===== src/rtl/trg_ack_monitor_if.sv =====
// Trigger/acknowledge bundle seen by trg_ack_monitor: TRG/ACK/mask/clear in, result and stats out.
// ACK_MISSING_STICKY exists only when TRG_ACK_STICKY_EN is defined.
interface trg_ack_monitor_if #(
  parameter int N_SCROD = 12,
  parameter int CNT_W   = 16
) ();

  logic [N_SCROD-1:0] TRG;
  logic [N_SCROD-1:0] ACK;
  logic [N_SCROD-1:0] TRG_MASK;
  logic               CLR_STATS;
  logic               BUSY;
  logic               RESULT_VALID;
  logic [N_SCROD-1:0] ACK_RECEIVED;
  logic [N_SCROD-1:0] ACK_MISSING;
  logic [7:0]         ACK_LATENCY;
  logic [CNT_W-1:0]   TRG_COUNT;
  logic [CNT_W-1:0]   TIMEOUT_COUNT;
  logic [CNT_W-1:0]   OVERLAP_COUNT;
`ifdef TRG_ACK_STICKY_EN
  logic [N_SCROD-1:0] ACK_MISSING_STICKY;
`endif

  modport master (
    output TRG, ACK, TRG_MASK, CLR_STATS,
    input  BUSY, RESULT_VALID, ACK_RECEIVED, ACK_MISSING, ACK_LATENCY,
           TRG_COUNT, TIMEOUT_COUNT, OVERLAP_COUNT
`ifdef TRG_ACK_STICKY_EN
           , ACK_MISSING_STICKY
`endif
  );

  modport slave (
    input  TRG, ACK, TRG_MASK, CLR_STATS,
    output BUSY, RESULT_VALID, ACK_RECEIVED, ACK_MISSING, ACK_LATENCY,
           TRG_COUNT, TIMEOUT_COUNT, OVERLAP_COUNT
`ifdef TRG_ACK_STICKY_EN
           , ACK_MISSING_STICKY
`endif
  );

endinterface


===== src/rtl/trg_ack_monitor.sv =====
// Checks which enabled SCRODs acknowledge each issued trigger within ACK_TIMEOUT cycles and keeps
// saturating health counters. Define TRG_ACK_STICKY_EN to add the ACK_MISSING_STICKY accumulator.
module trg_ack_monitor #(
  parameter int ACK_TIMEOUT = 200,
  parameter int CNT_W       = 16,
  parameter int N_SCROD     = 12
) (
  input  logic             CLK_80MHZ,
  input  logic             RESET,
  trg_ack_monitor_if.slave bus
);

  // Wide enough for the wait counter plus one, and never narrower than the 255 latency ceiling.
  localparam int CYC_W = ($clog2(ACK_TIMEOUT + 1) > 8) ? $clog2(ACK_TIMEOUT + 1) + 1 : 9;
  localparam logic [CYC_W-1:0] TIMEOUT_LAST = CYC_W'(ACK_TIMEOUT - 1);
  localparam logic [CYC_W-1:0] LAT_MAX      = CYC_W'(255);

  typedef enum logic [1:0] {
    S_IDLE   = 2'd0,
    S_WAIT   = 2'd1,
    S_REPORT = 2'd2
  } state_t;

  state_t state_q, state_d;

  logic [N_SCROD-1:0] ack_meta_q, ack_meta_d;
  logic [N_SCROD-1:0] ack_sync_q, ack_sync_d;
  logic [N_SCROD-1:0] ack_prev_q, ack_prev_d;
  logic [N_SCROD-1:0] ack_edge_q, ack_edge_d;
  logic               trg_any_q, trg_any_d;
  logic               trg_prev_q, trg_prev_d;

  logic [N_SCROD-1:0] expect_q, expect_d;
  logic [N_SCROD-1:0] rcv_q, rcv_d;
  logic [CYC_W-1:0]   cnt_q, cnt_d;

  logic [CNT_W-1:0]   trg_count_q, trg_count_d;
  logic [CNT_W-1:0]   timeout_count_q, timeout_count_d;
  logic [CNT_W-1:0]   overlap_count_q, overlap_count_d;

  logic               result_valid_q, result_valid_d;
  logic [N_SCROD-1:0] ack_received_q, ack_received_d;
  logic [N_SCROD-1:0] ack_missing_q, ack_missing_d;
  logic [7:0]         ack_latency_q, ack_latency_d;

  logic               trg_edge;
  logic [N_SCROD-1:0] rcv_next;
  logic [N_SCROD-1:0] missing_new;
  logic [CYC_W-1:0]   cnt_inc;
  logic               load_result;
  logic [7:0]         latency_new;
  logic               trg_inc;
  logic               tmo_inc;
  logic               ovl_inc;

  function automatic logic [CNT_W-1:0] sat_inc(input logic [CNT_W-1:0] v);
    if (&v) return v;
    return v + CNT_W'(1);
  endfunction

  always_comb begin
    ack_meta_d = bus.ACK;
    ack_sync_d = ack_meta_q;
    ack_prev_d = ack_sync_q;
    ack_edge_d = ack_sync_q & ~ack_prev_q;
    trg_any_d  = |(bus.TRG & bus.TRG_MASK);
    trg_prev_d = trg_any_q;
    trg_edge   = trg_any_q & ~trg_prev_q;
  end

  // Edges that complete the set on the very cycle the counter expires still win over the timeout.
  always_comb begin
    state_d     = state_q;
    expect_d    = expect_q;
    rcv_d       = rcv_q;
    cnt_d       = cnt_q;
    load_result = 1'b0;
    latency_new = 8'h00;
    trg_inc     = 1'b0;
    tmo_inc     = 1'b0;
    ovl_inc     = 1'b0;
    rcv_next    = rcv_q | (ack_edge_q & expect_q);
    missing_new = expect_q & ~rcv_next;
    cnt_inc     = cnt_q + CYC_W'(1);

    case (state_q)
      S_IDLE: begin
        if (trg_edge) begin
          state_d  = S_WAIT;
          expect_d = bus.TRG_MASK;
          rcv_d    = '0;
          cnt_d    = '0;
          trg_inc  = 1'b1;
        end
      end
      S_WAIT: begin
        ovl_inc = trg_edge;
        rcv_d   = rcv_next;
        cnt_d   = cnt_inc;
        if (rcv_next == expect_q) begin
          state_d     = S_REPORT;
          load_result = 1'b1;
          latency_new = (cnt_inc > LAT_MAX) ? 8'hFF : cnt_inc[7:0];
        end else if (cnt_q == TIMEOUT_LAST) begin
          state_d     = S_REPORT;
          load_result = 1'b1;
          tmo_inc     = 1'b1;
          latency_new = 8'hFF;
        end
      end
      S_REPORT: begin
        ovl_inc = trg_edge;
        state_d = S_IDLE;
      end
      default: state_d = S_IDLE;
    endcase
  end

  always_comb begin
    result_valid_d = load_result;
    ack_received_d = ack_received_q;
    ack_missing_d  = ack_missing_q;
    ack_latency_d  = ack_latency_q;
    if (load_result) begin
      ack_received_d = rcv_next;
      ack_missing_d  = missing_new;
      ack_latency_d  = latency_new;
    end
  end

  // A clear request beats any increment landing on the same edge.
  always_comb begin
    trg_count_d     = trg_count_q;
    timeout_count_d = timeout_count_q;
    overlap_count_d = overlap_count_q;
    if (bus.CLR_STATS) begin
      trg_count_d     = '0;
      timeout_count_d = '0;
      overlap_count_d = '0;
    end else begin
      if (trg_inc) trg_count_d     = sat_inc(trg_count_q);
      if (tmo_inc) timeout_count_d = sat_inc(timeout_count_q);
      if (ovl_inc) overlap_count_d = sat_inc(overlap_count_q);
    end
  end

  always_ff @(posedge CLK_80MHZ or posedge RESET) begin
    if (RESET) begin
      state_q         <= S_IDLE;
      ack_meta_q      <= '0;
      ack_sync_q      <= '0;
      ack_prev_q      <= '0;
      ack_edge_q      <= '0;
      trg_any_q       <= 1'b0;
      trg_prev_q      <= 1'b0;
      expect_q        <= '0;
      rcv_q           <= '0;
      cnt_q           <= '0;
      trg_count_q     <= '0;
      timeout_count_q <= '0;
      overlap_count_q <= '0;
      result_valid_q  <= 1'b0;
      ack_received_q  <= '0;
      ack_missing_q   <= '0;
      ack_latency_q   <= '0;
    end else begin
      state_q         <= state_d;
      ack_meta_q      <= ack_meta_d;
      ack_sync_q      <= ack_sync_d;
      ack_prev_q      <= ack_prev_d;
      ack_edge_q      <= ack_edge_d;
      trg_any_q       <= trg_any_d;
      trg_prev_q      <= trg_prev_d;
      expect_q        <= expect_d;
      rcv_q           <= rcv_d;
      cnt_q           <= cnt_d;
      trg_count_q     <= trg_count_d;
      timeout_count_q <= timeout_count_d;
      overlap_count_q <= overlap_count_d;
      result_valid_q  <= result_valid_d;
      ack_received_q  <= ack_received_d;
      ack_missing_q   <= ack_missing_d;
      ack_latency_q   <= ack_latency_d;
    end
  end

  assign bus.BUSY          = (state_q == S_WAIT);
  assign bus.RESULT_VALID  = result_valid_q;
  assign bus.ACK_RECEIVED  = ack_received_q;
  assign bus.ACK_MISSING   = ack_missing_q;
  assign bus.ACK_LATENCY   = ack_latency_q;
  assign bus.TRG_COUNT     = trg_count_q;
  assign bus.TIMEOUT_COUNT = timeout_count_q;
  assign bus.OVERLAP_COUNT = overlap_count_q;

`ifdef TRG_ACK_STICKY_EN
  logic [N_SCROD-1:0] sticky_q, sticky_d;

  always_comb begin
    sticky_d = sticky_q;
    if (bus.CLR_STATS)     sticky_d = '0;
    else if (load_result)  sticky_d = sticky_q | missing_new;
  end

  always_ff @(posedge CLK_80MHZ or posedge RESET) begin
    if (RESET) sticky_q <= '0;
    else       sticky_q <= sticky_d;
  end

  assign bus.ACK_MISSING_STICKY = sticky_q;
`endif

  a_valid_single: assert property (@(posedge CLK_80MHZ) disable iff (RESET)
    result_valid_q |=> !result_valid_q);
  a_masks_disjoint: assert property (@(posedge CLK_80MHZ) disable iff (RESET)
    (ack_received_q & ack_missing_q) == '0);

endmodule


===== src/flat_wrapper.sv =====
// flat-port wrapper written by rule: the top's interface ports become plain ports
module trg_ack_monitor_flat 
#(
  parameter int ACK_TIMEOUT = 200,
  parameter int CNT_W       = 16,
  parameter int N_SCROD     = 12
)
  (CLK_80MHZ, RESET, bus_TRG, bus_ACK, bus_TRG_MASK, bus_CLR_STATS, bus_BUSY, bus_RESULT_VALID, bus_ACK_RECEIVED, bus_ACK_MISSING, bus_ACK_LATENCY, bus_TRG_COUNT, bus_TIMEOUT_COUNT, bus_OVERLAP_COUNT);
  trg_ack_monitor_if #(.N_SCROD(N_SCROD), .CNT_W(CNT_W)) bus_i ();
  input  logic CLK_80MHZ;
  input  logic RESET;
  input wire logic [$bits(bus_i.TRG)-1:0] bus_TRG;
  input wire logic [$bits(bus_i.ACK)-1:0] bus_ACK;
  input wire logic [$bits(bus_i.TRG_MASK)-1:0] bus_TRG_MASK;
  input wire logic [$bits(bus_i.CLR_STATS)-1:0] bus_CLR_STATS;
  output wire logic [$bits(bus_i.BUSY)-1:0] bus_BUSY;
  output wire logic [$bits(bus_i.RESULT_VALID)-1:0] bus_RESULT_VALID;
  output wire logic [$bits(bus_i.ACK_RECEIVED)-1:0] bus_ACK_RECEIVED;
  output wire logic [$bits(bus_i.ACK_MISSING)-1:0] bus_ACK_MISSING;
  output wire logic [$bits(bus_i.ACK_LATENCY)-1:0] bus_ACK_LATENCY;
  output wire logic [$bits(bus_i.TRG_COUNT)-1:0] bus_TRG_COUNT;
  output wire logic [$bits(bus_i.TIMEOUT_COUNT)-1:0] bus_TIMEOUT_COUNT;
  output wire logic [$bits(bus_i.OVERLAP_COUNT)-1:0] bus_OVERLAP_COUNT;
  assign bus_i.TRG = bus_TRG;
  assign bus_i.ACK = bus_ACK;
  assign bus_i.TRG_MASK = bus_TRG_MASK;
  assign bus_i.CLR_STATS = bus_CLR_STATS;
  assign bus_BUSY = bus_i.BUSY;
  assign bus_RESULT_VALID = bus_i.RESULT_VALID;
  assign bus_ACK_RECEIVED = bus_i.ACK_RECEIVED;
  assign bus_ACK_MISSING = bus_i.ACK_MISSING;
  assign bus_ACK_LATENCY = bus_i.ACK_LATENCY;
  assign bus_TRG_COUNT = bus_i.TRG_COUNT;
  assign bus_TIMEOUT_COUNT = bus_i.TIMEOUT_COUNT;
  assign bus_OVERLAP_COUNT = bus_i.OVERLAP_COUNT;
  trg_ack_monitor #(.ACK_TIMEOUT(ACK_TIMEOUT), .CNT_W(CNT_W), .N_SCROD(N_SCROD)) u_core (.CLK_80MHZ(CLK_80MHZ), .RESET(RESET), .bus(bus_i));
endmodule

===== config.mk =====
export PLATFORM = sky130hd
export DESIGN_NAME = trg_ack_monitor_flat
export DESIGN_NICKNAME = d
export VERILOG_FILES = /design/src/rtl/trg_ack_monitor_if.sv /design/src/rtl/trg_ack_monitor.sv /design/src/flat_wrapper.sv
export SDC_FILE = /design/constraint.sdc
export NUM_CORES = 1
export LEC_CHECK = 0
export BUFFER_PORTS_ARGS = -buffer_cell sky130_fd_sc_hd__clkbuf_2
export CORE_UTILIZATION = 56
export CTS_CLUSTER_DIAMETER = 80
export DETAILED_ROUTE_END_ITERATION = 10
export PLACE_DENSITY = 0.8
export RECOVER_POWER = 25
export SKIP_LAST_GASP = 1
export SLEW_MARGIN = 20
export SYNTH_ARGS = -nofsm -noshare
export SYNTH_HDL_FRONTEND = slang
export SYNTH_SLANG_ARGS = --single-unit

===== constraint.sdc =====
create_clock -name CLK_80MHZ -period 11.4 [get_ports CLK_80MHZ]
set_clock_uncertainty 0.05 [all_clocks]
set_input_delay 1.14 -clock CLK_80MHZ [delete_from_list [all_inputs] [get_ports CLK_80MHZ]]
set_output_delay 1.14 -clock CLK_80MHZ [all_outputs]
set_load 0.03 [all_outputs]

==> results.sh, run 1 <==
export IMPL_rows=40
export IMPL_final_util_pct=69.2
export IMPL_synthDistinctLibCells=50
export IMPL_wl_met2_um=7560
export IMPL_ant_nets=0
export IMPL_die_x_um=114
export IMPL_netlist_area_mm2=0.00698
export IMPL_synthTopCellsByArea="dfrtp_1 (60%), nand2_1 (4.7%), xnor2_1 (3.6%), ha_1 (3.4%), nor2_1 (2.7%)"
export IMPL_finalCriticalPeriod_ps=4290
export IMPL_vias=5262
export IMPL_postCtsHoldBufs=0
export IMPL_post_cts_setup_buffers=0
export IMPL_clk_pin_slew_ps=60
export IMPL_grt_max_degree=106
export IMPL_max_cap_violations=1
export IMPL_multi_input_area_mm2=0.00271
export IMPL_core_mm2=0.0121
export IMPL_synth_seq_area_share_pct=59.5
export IMPL_power_density_mw_per_mm2=176
export IMPL_slew_headroom_pct=-193
export IMPL_status="finished, violations left"
export IMPL_layout_drive_gt1_share_pct=22.9
export IMPL_finalCritPeriodShare_pct=37.6
export IMPL_register_area_mm2=0.00415
export IMPL_ys_warn_count=0
export IMPL_drt_iter0_drc=428
export IMPL_grt_pass1_vias=5255
export IMPL_worst_pin_slew_ps=4370
export IMPL_max_vdd_ir_drop_v=0.000143
export IMPL_total_power_mw=1.47
export IMPL_gp_congestion=0.866
export IMPL_synthArstFlopShare_pct=100
export IMPL_worstPathMaxFanout=105
export IMPL_slew_violations=106
export IMPL_setup_violations=0
export IMPL_antenna_found_initial=0
export IMPL_port_buffer_count=120
export IMPL_drcViolationCount=0
export IMPL_whs_ps=293
export IMPL_synth_edf_count=0
export IMPL_max_freq_mhz=233
export IMPL_htree_levels=4
export IMPL_synth_area_per_cell_um2=11.0
export IMPL_drt_wirelength_per_cell_um=15.9
export IMPL_clock_root_buffer="clkbuf_16"
export IMPL_synth_top_cell_by_area="dfrtp_1"
export IMPL_dpl_instance_area_mm2=0.00774
export IMPL_min_path_type="reg -> reg"
export IMPL_post_dp_hpwl_um=9860
export IMPL_clk_path_buf_depth=2
export IMPL_layout_commonest_cell="dfrtp_1"
export IMPL_cp_required_ps=11810
export IMPL_routed_top_layer="met4"
export IMPL_area_growth_synth_to_final_pct=19.7
export IMPL_hold_viol=0
export IMPL_tns_ps=0
export IMPL_start_kind="primary input"
export IMPL_mostFrequentLayoutCells="dfrtp_1 (166), clkbuf_2 (118), nand2_1 (88)"
export IMPL_synth_top_flop_cell="dfrtp_1"
export IMPL_grt_pass1_wl_um=25200
export IMPL_route_met3_wl_um=664
export IMPL_arrival_ps=4700
export IMPL_vias_per_cell=5.62
export IMPL_routed_wl_um=14900
export IMPL_overflow=0
export IMPL_fillers=876
export IMPL_yosysTopAreaCellShare_pct=59.5
export IMPL_fin_nets=814
export IMPL_fp_dieH_um=114
export IMPL_clock_sinks=166
export IMPL_grt_use_total_pct=25.2
export IMPL_cts_tree="yes"
export IMPL_clkLatencyLatePin_ps=420
export IMPL_endpoint_kind="asynchronous set/reset pin"
export IMPL_numCtsBuffers=17
export IMPL_violations="capacitance limit, slew limit"
export IMPL_ioPinCount=121
export IMPL_rsz0062_at_grt="false"
export IMPL_wl_met1_um=6390
export IMPL_floorplan_initialDensity_pct=57.9
export IMPL_antennaDiodeCount=0
export IMPL_die_area_mm2=0.0129
export IMPL_path_class="in -> async"
export IMPL_design_area_mm2=0.00835
export IMPL_ys_ff_latch=166
export IMPL_synth_fp_nets=692
export IMPL_power_leakage_nw=3.88
export IMPL_synthCells=634
export IMPL_first_pass_iters=5
export IMPL_ctsResizeCount=0
## path summary, 6_finish.rpt
path / start / cells after the start / slack (ps) / to
max: RESET / 3 / 7110 / u_core.bus.OVERLAP_COUNT[9]$_DFFE_PP0P_
min: u_core.ack_meta_q[1]$_DFF_PP0_ / 0 / 290 / u_core.ack_prev_d[1]$_DFF_PP0_
max reg2reg: u_core.expect_q[11]$_DFFE_PP0P_ / 7 / 8740 / u_core.bus.TIMEOUT_COUNT[8]$_DFFE_PP0P_
min reg2reg: u_core.ack_meta_q[1]$_DFF_PP0_ / 0 / 290 / u_core.ack_prev_d[1]$_DFF_PP0_
max in group CLK_80MHZ: u_core.state_q[1]$_DFFE_PP0P_ / 3 / 8660 / bus_BUSY
min in group asynchronous: RESET / 2 / 1950 / u_core.ack_meta_q[0]$_DFF_PP0_
## area by class of cell
| cell class | count | share of cell area (%) |
|---|---|---|
| Clock buffer | 21 | 5.39 |
| Clock inverter | 10 | 2.04 |
| Sequential cell | 166 | 49.8 |
| Inverter | 8 | 0.375 |
| Timing Repair Buffer | 124 | 7.48 |
| Multi-Input combinational cell | 439 | 32.4 |
| Tap cell | 168 | 2.52 |
## Yosys cell counts, drive strengths merged (2+ instances only)
library cell,count
dfrtp,166
nand2,88
nor2,51
o21ai,37
a21oi,33
xnor2,29
nand4,25
nand3,22
ha,19
clkbuf,17
nor2b,17
mux2,15
nor3,14
xor2,9
a2bb2oi,8
nor4,8
inv,7
a211oi,6
and3,6
o31ai,6
and4,5
buf,4
mux2i,4
nor4b,4
or3,4
or4,4
a221oi,3
a22o,3
or2,3
a2111oi,2
and3b,2
nand2b,2
nand3b,2
## logic make-up after synthesis
kind of cell / count (synthesis) / share of synthesized area [%]
XOR/XNOR: 38 / 4.77
AND/OR/NAND/NOR: 260 / 18.7
adder cells (fa/ha/maj): 19 / 3.41
flip-flops: 166 / 59.5
multiplexers: 19 / 2.99
AO/OA/AOI/OAI: 103 / 8.98
buffers and inverters: 29 / 1.65
## routing by layer
layer / vias up / global-route usage [%]
met5: - / 0
met4: 0 / 8.95
met3: 20 / 6.48
met2: 161 / 41.5
li1: 2484 / -
met1: 2597 / 32.6
## where the power goes
group          total (mW)  switching [mW]  internal [mW]
registers           0.689          0.0444          0.644
clock network       0.602           0.228          0.373
logic               0.177           0.111         0.0658
## per-stage QoR
| step | instances | setup WS (ps) |
|---|---|---|
| global route | 936 | 6340 |
| finish | 936 | 7110 |
| CTS | 936 | 8650 |
| floorplan | 634 | 5720 |
| detailed placement | 905 | 8570 |
| global placement | 905 | 8640 |
## registers in the layout, indices dropped and copies added, names as in the netlist
| signal | flops |
|---|---|
| u_core.bus.RESULT_VALID | 1 |
| u_core.bus.TRG_COUNT | 16 |
| u_core.bus.ACK_MISSING | 12 |
| u_core.trg_prev_q | 1 |
| u_core.ack_prev_q | 12 |
| u_core.bus.OVERLAP_COUNT | 16 |
| u_core.bus.ACK_LATENCY | 8 |
| u_core.ack_edge_q | 12 |
| u_core.ack_prev_d | 12 |
| u_core.bus.TIMEOUT_COUNT | 16 |
| u_core.expect_q | 12 |
| u_core.trg_any_q | 1 |
| u_core.ack_meta_q | 12 |
| u_core.rcv_q | 12 |
| u_core.bus.ACK_RECEIVED | 12 |
| u_core.cnt_q | 9 |
| u_core.state_q | 2 |
## critical path: stages
cell and delay [ps]:
clkbuf_2 80, clkinvlp_2 2400, buf_4 940
(Power assumes the default switching activity.)
==> inputs of run 2 (changes only) <==
--- a/config.mk
+++ b/config.mk
@@ -5,11 +5,12 @@
 export SDC_FILE = /design/constraint.sdc
 export NUM_CORES = 1
 export LEC_CHECK = 0
+export ABC_AREA = 1
 export BUFFER_PORTS_ARGS = -buffer_cell sky130_fd_sc_hd__clkbuf_2
 export CORE_UTILIZATION = 56
 export CTS_CLUSTER_DIAMETER = 80
 export DETAILED_ROUTE_END_ITERATION = 10
-export PLACE_DENSITY = 0.8
+export PLACE_DENSITY = 0.79
 export RECOVER_POWER = 25
 export SKIP_LAST_GASP = 1
 export SLEW_MARGIN = 20
==> constraint.sdc (replaced) <==
create_clock -name CLK_80MHZ -period 4.4 [get_ports CLK_80MHZ]
set_clock_uncertainty 0.05 [all_clocks]
set_input_delay 0.44 -clock CLK_80MHZ [delete_from_list [all_inputs] [get_ports CLK_80MHZ]]
set_output_delay 0.44 -clock CLK_80MHZ [all_outputs]
set_load 0.03 [all_outputs]
==> results.sh, run 2 <==
export IMPL_power_density_mw_per_mm2=443
export IMPL_floorplan_initialDensity_pct=57.2
export IMPL_synth_edf_count=0
export IMPL_rsz0062_at_grt="false"
export IMPL_fin_ws_ps=1550
export IMPL_grt_use_total_pct=24.9
export IMPL_routed_wl_um=16200
export IMPL_rows=42
export IMPL_rr_endpoint="u_core.bus.ACK_LATENCY[6]$_DFFE_PP0P_"
export IMPL_p_comb_share_pct=14.6
export IMPL_max_freq_mhz=351
export IMPL_design_area_mm2=0.00887
export IMPL_reg2reg_from="u_core.expect_q[8]$_DFFE_PP0P_"
export IMPL_endpoint_kind="flip-flop"
export IMPL_p_int_mw=2.79
export IMPL_worst_pin_slew_ps=1940
export IMPL_clock_sinks=166
export IMPL_post_place_ws_ps=1600
export IMPL_clk_path_buf_depth=2
export IMPL_ioPinCount=121
export IMPL_finalCritPeriodShare_pct=64.7
export IMPL_drt_wirelength_per_cell_um=13.8
export IMPL_max_vdd_ir_drop_v=0.000316
export IMPL_hold_viol=0
export IMPL_arrival_ps=3120
export IMPL_max_cap_violations=1
export IMPL_fin_nets=1041
export IMPL_postCtsHoldBufs=0
export IMPL_numCtsBuffers=17
export IMPL_grt_pass1_vias=5628
export IMPL_synthDistinctLibCells=39
export IMPL_dpl_instance_area_mm2=0.00826
export IMPL_core_mm2=0.0132
export IMPL_htree_levels=4
export IMPL_min_from="bus_ACK[7]"
export IMPL_setup_violations=0
export IMPL_yosysMostFrequentCell="nand2_1"
export IMPL_ant_nets=0
export IMPL_grt_pass1_wl_um=27300
export IMPL_finalCriticalPeriod_ps=2850
export IMPL_layout_drive_gt1_share_pct=19.3
export IMPL_cp_required_ps=4670
export IMPL_critical_path_startpoint="u_core.expect_q[8]$_DFFE_PP0P_"
export IMPL_power_leakage_nw=4.48
export IMPL_ff2ff_path_depth=11
export IMPL_mostFrequentLayoutCells="nand2_1 (266), dfrtp_1 (166), clkbuf_2 (119)"
export IMPL_fillers=1082
export IMPL_port_buffer_count=120
export IMPL_post_dp_hpwl_um=11200
export IMPL_ys_warn_count=0
export IMPL_status="finished, violations left"
export IMPL_synth_common_cells="nand2_1 (266), dfrtp_1 (166), nor2_1 (81), inv_1 (69), nand3_1 (60)"
export IMPL_antennaDiodeCount=0
export IMPL_synth_fp_nets=923
export IMPL_layout_commonest_cell="nand2_1"
export IMPL_gp_congestion=0.850
export IMPL_grt_max_degree=85
export IMPL_swShare_pct=29.0
export IMPL_vias=6160
export IMPL_tns_ps=0
export IMPL_p_clk_share_pct=39.4
export IMPL_ys_ff_latch=166
export IMPL_path_class="reg -> reg"
export IMPL_total_power_mw=3.93
export IMPL_register_area_mm2=0.00415
export IMPL_area_growth_synth_to_final_pct=17.6
export IMPL_violations="capacitance limit, slew limit"
export IMPL_clkLatencyLatePin_ps=430
export IMPL_drt_iter0_drc=401
export IMPL_slew_headroom_pct=-30.0
export IMPL_multi_input_area_mm2=0.00296
export IMPL_first_pass_iters=4
export IMPL_synth_seq_area_share_pct=55.1
export IMPL_min_path_type="in -> reg"
export IMPL_cts_tree="yes"
export IMPL_synth_top_flop_cell="dfrtp_1"
export IMPL_synth_top_cell_by_area="dfrtp_1"
export IMPL_synth_area_per_cell_um2=8.72
export IMPL_min_to="u_core.ack_meta_q[7]$_DFF_PP0_"
export IMPL_die_area_mm2=0.0139
export IMPL_synthCells=865
export IMPL_clk_pin_slew_ps=60
export IMPL_p_sw_mw=1.14
export IMPL_regToRegSetupSlack_ps=1550
export IMPL_ctsResizeCount=0
export IMPL_yosysTopAreaCellShare_pct=55.1
export IMPL_synthArstFlopShare_pct=100
export IMPL_slew_violations=44
export IMPL_fp_dieH_um=118
export IMPL_hold_depth=1
export IMPL_start_kind="flip-flop"
export IMPL_synthTopCellsByArea="dfrtp_1 (55%), nand2_1 (13%), nor2_1 (4.0%), nand3_1 (4.0%), inv_1 (3.4%)"
export IMPL_overflow=0
export IMPL_vias_per_cell=5.26
export IMPL_post_cts_setup_buffers=0
export IMPL_worstPathMaxFanout=43
export IMPL_drcViolationCount=0
export IMPL_antenna_found_initial=0
export IMPL_clock_root_buffer="clkbuf_16"
export IMPL_netlist_area_mm2=0.00754
export IMPL_die_x_um=118
export IMPL_p_seq_share_pct=46.0
run 2: worst max-delay path by stage:
stage | to | slack, ps | cells past startpoint
2_1_floorplan | u_core.ack_edge_q[0]$_DFF_PP0_ | 1800 | 1
3_3_place_gp | u_core.bus.ACK_LATENCY[6]$_DFFE_PP0P_ | 1680 | 11
3_5_place_dp | u_core.bus.ACK_LATENCY[5]$_DFFE_PP0P_ | 1600 | 11
4_1_cts | u_core.bus.ACK_LATENCY[5]$_DFFE_PP0P_ | 1540 | 11
5_1_grt | u_core.bus.ACK_LATENCY[6]$_DFFE_PP0P_ | 1210 | 11
6_report | u_core.bus.ACK_LATENCY[6]$_DFFE_PP0P_ | 1550 | 11
run 2: cell type report:
cell class                 count  share of cell area, %
sequential                   166                   46.8
multi-input combinational    598                   33.3
timing repair buffer         122                   7.07
clock buffer                  18                   4.84
inverter                      78                   3.33
tap                          176                   2.48
clock inverter                14                   2.13
run 2: layer usage:
metal | part of all wire, % | up-vias | global-route usage (%)
met5 | 0 | - | 0
met4 | 1.6 | 0 | 9.62
met3 | 4.8 | 21 | 5.43
met2 | 48 | 164 | 38.7
met1 | 46 | 2956 | 34.3
li1 | - | 3019 | -
run 2: worst max-delay path, cell delays in order, from the launching register on:
cell and delay (ps):
dfrtp_1 400, a21oi_1 220, ha_1 290, nand2_1 100
nor2_1 50, nand3_1 170, nand2_1 110, nand2_2 570
inv_2 330, or2_2 360, nand2_1 70, inv_1 40
run 2: metrics by stage:
step | cells | hold WS, ps | utilization, %
5_1_grt | 1172 | 47.3 | 67.2
6_report | 1172 | 67.0 | 67.2
3_3_place_gp | 1140 | 282 | 62.6
3_5_place_dp | 1140 | 285 | 62.6
2_1_floorplan | 865 | 281 | -
4_1_cts | 1172 | 50.1 | 67.3
run 2: power by group through the flow:
stage	Combinational [mW]	Clock, mW	Sequential (mW)
2_1_floorplan	0.382	0	1.83
3_3_place_gp	0.541	0	1.82
5_1_grt	0.661	1.64	1.82
4_1_cts	0.576	1.57	1.80
3_5_place_dp	0.566	0	1.83
6_report	0.573	1.55	1.81
run 2: cell families after synthesis:
| family | synth area share (%) |
|---|---|
| xor+xnor | 2.66 |
| simple gates | 25.8 |
| fa+ha+maj | 3.15 |
| flops | 55.1 |
| compound gates | 7.63 |
| buf+inv | 5.71 |
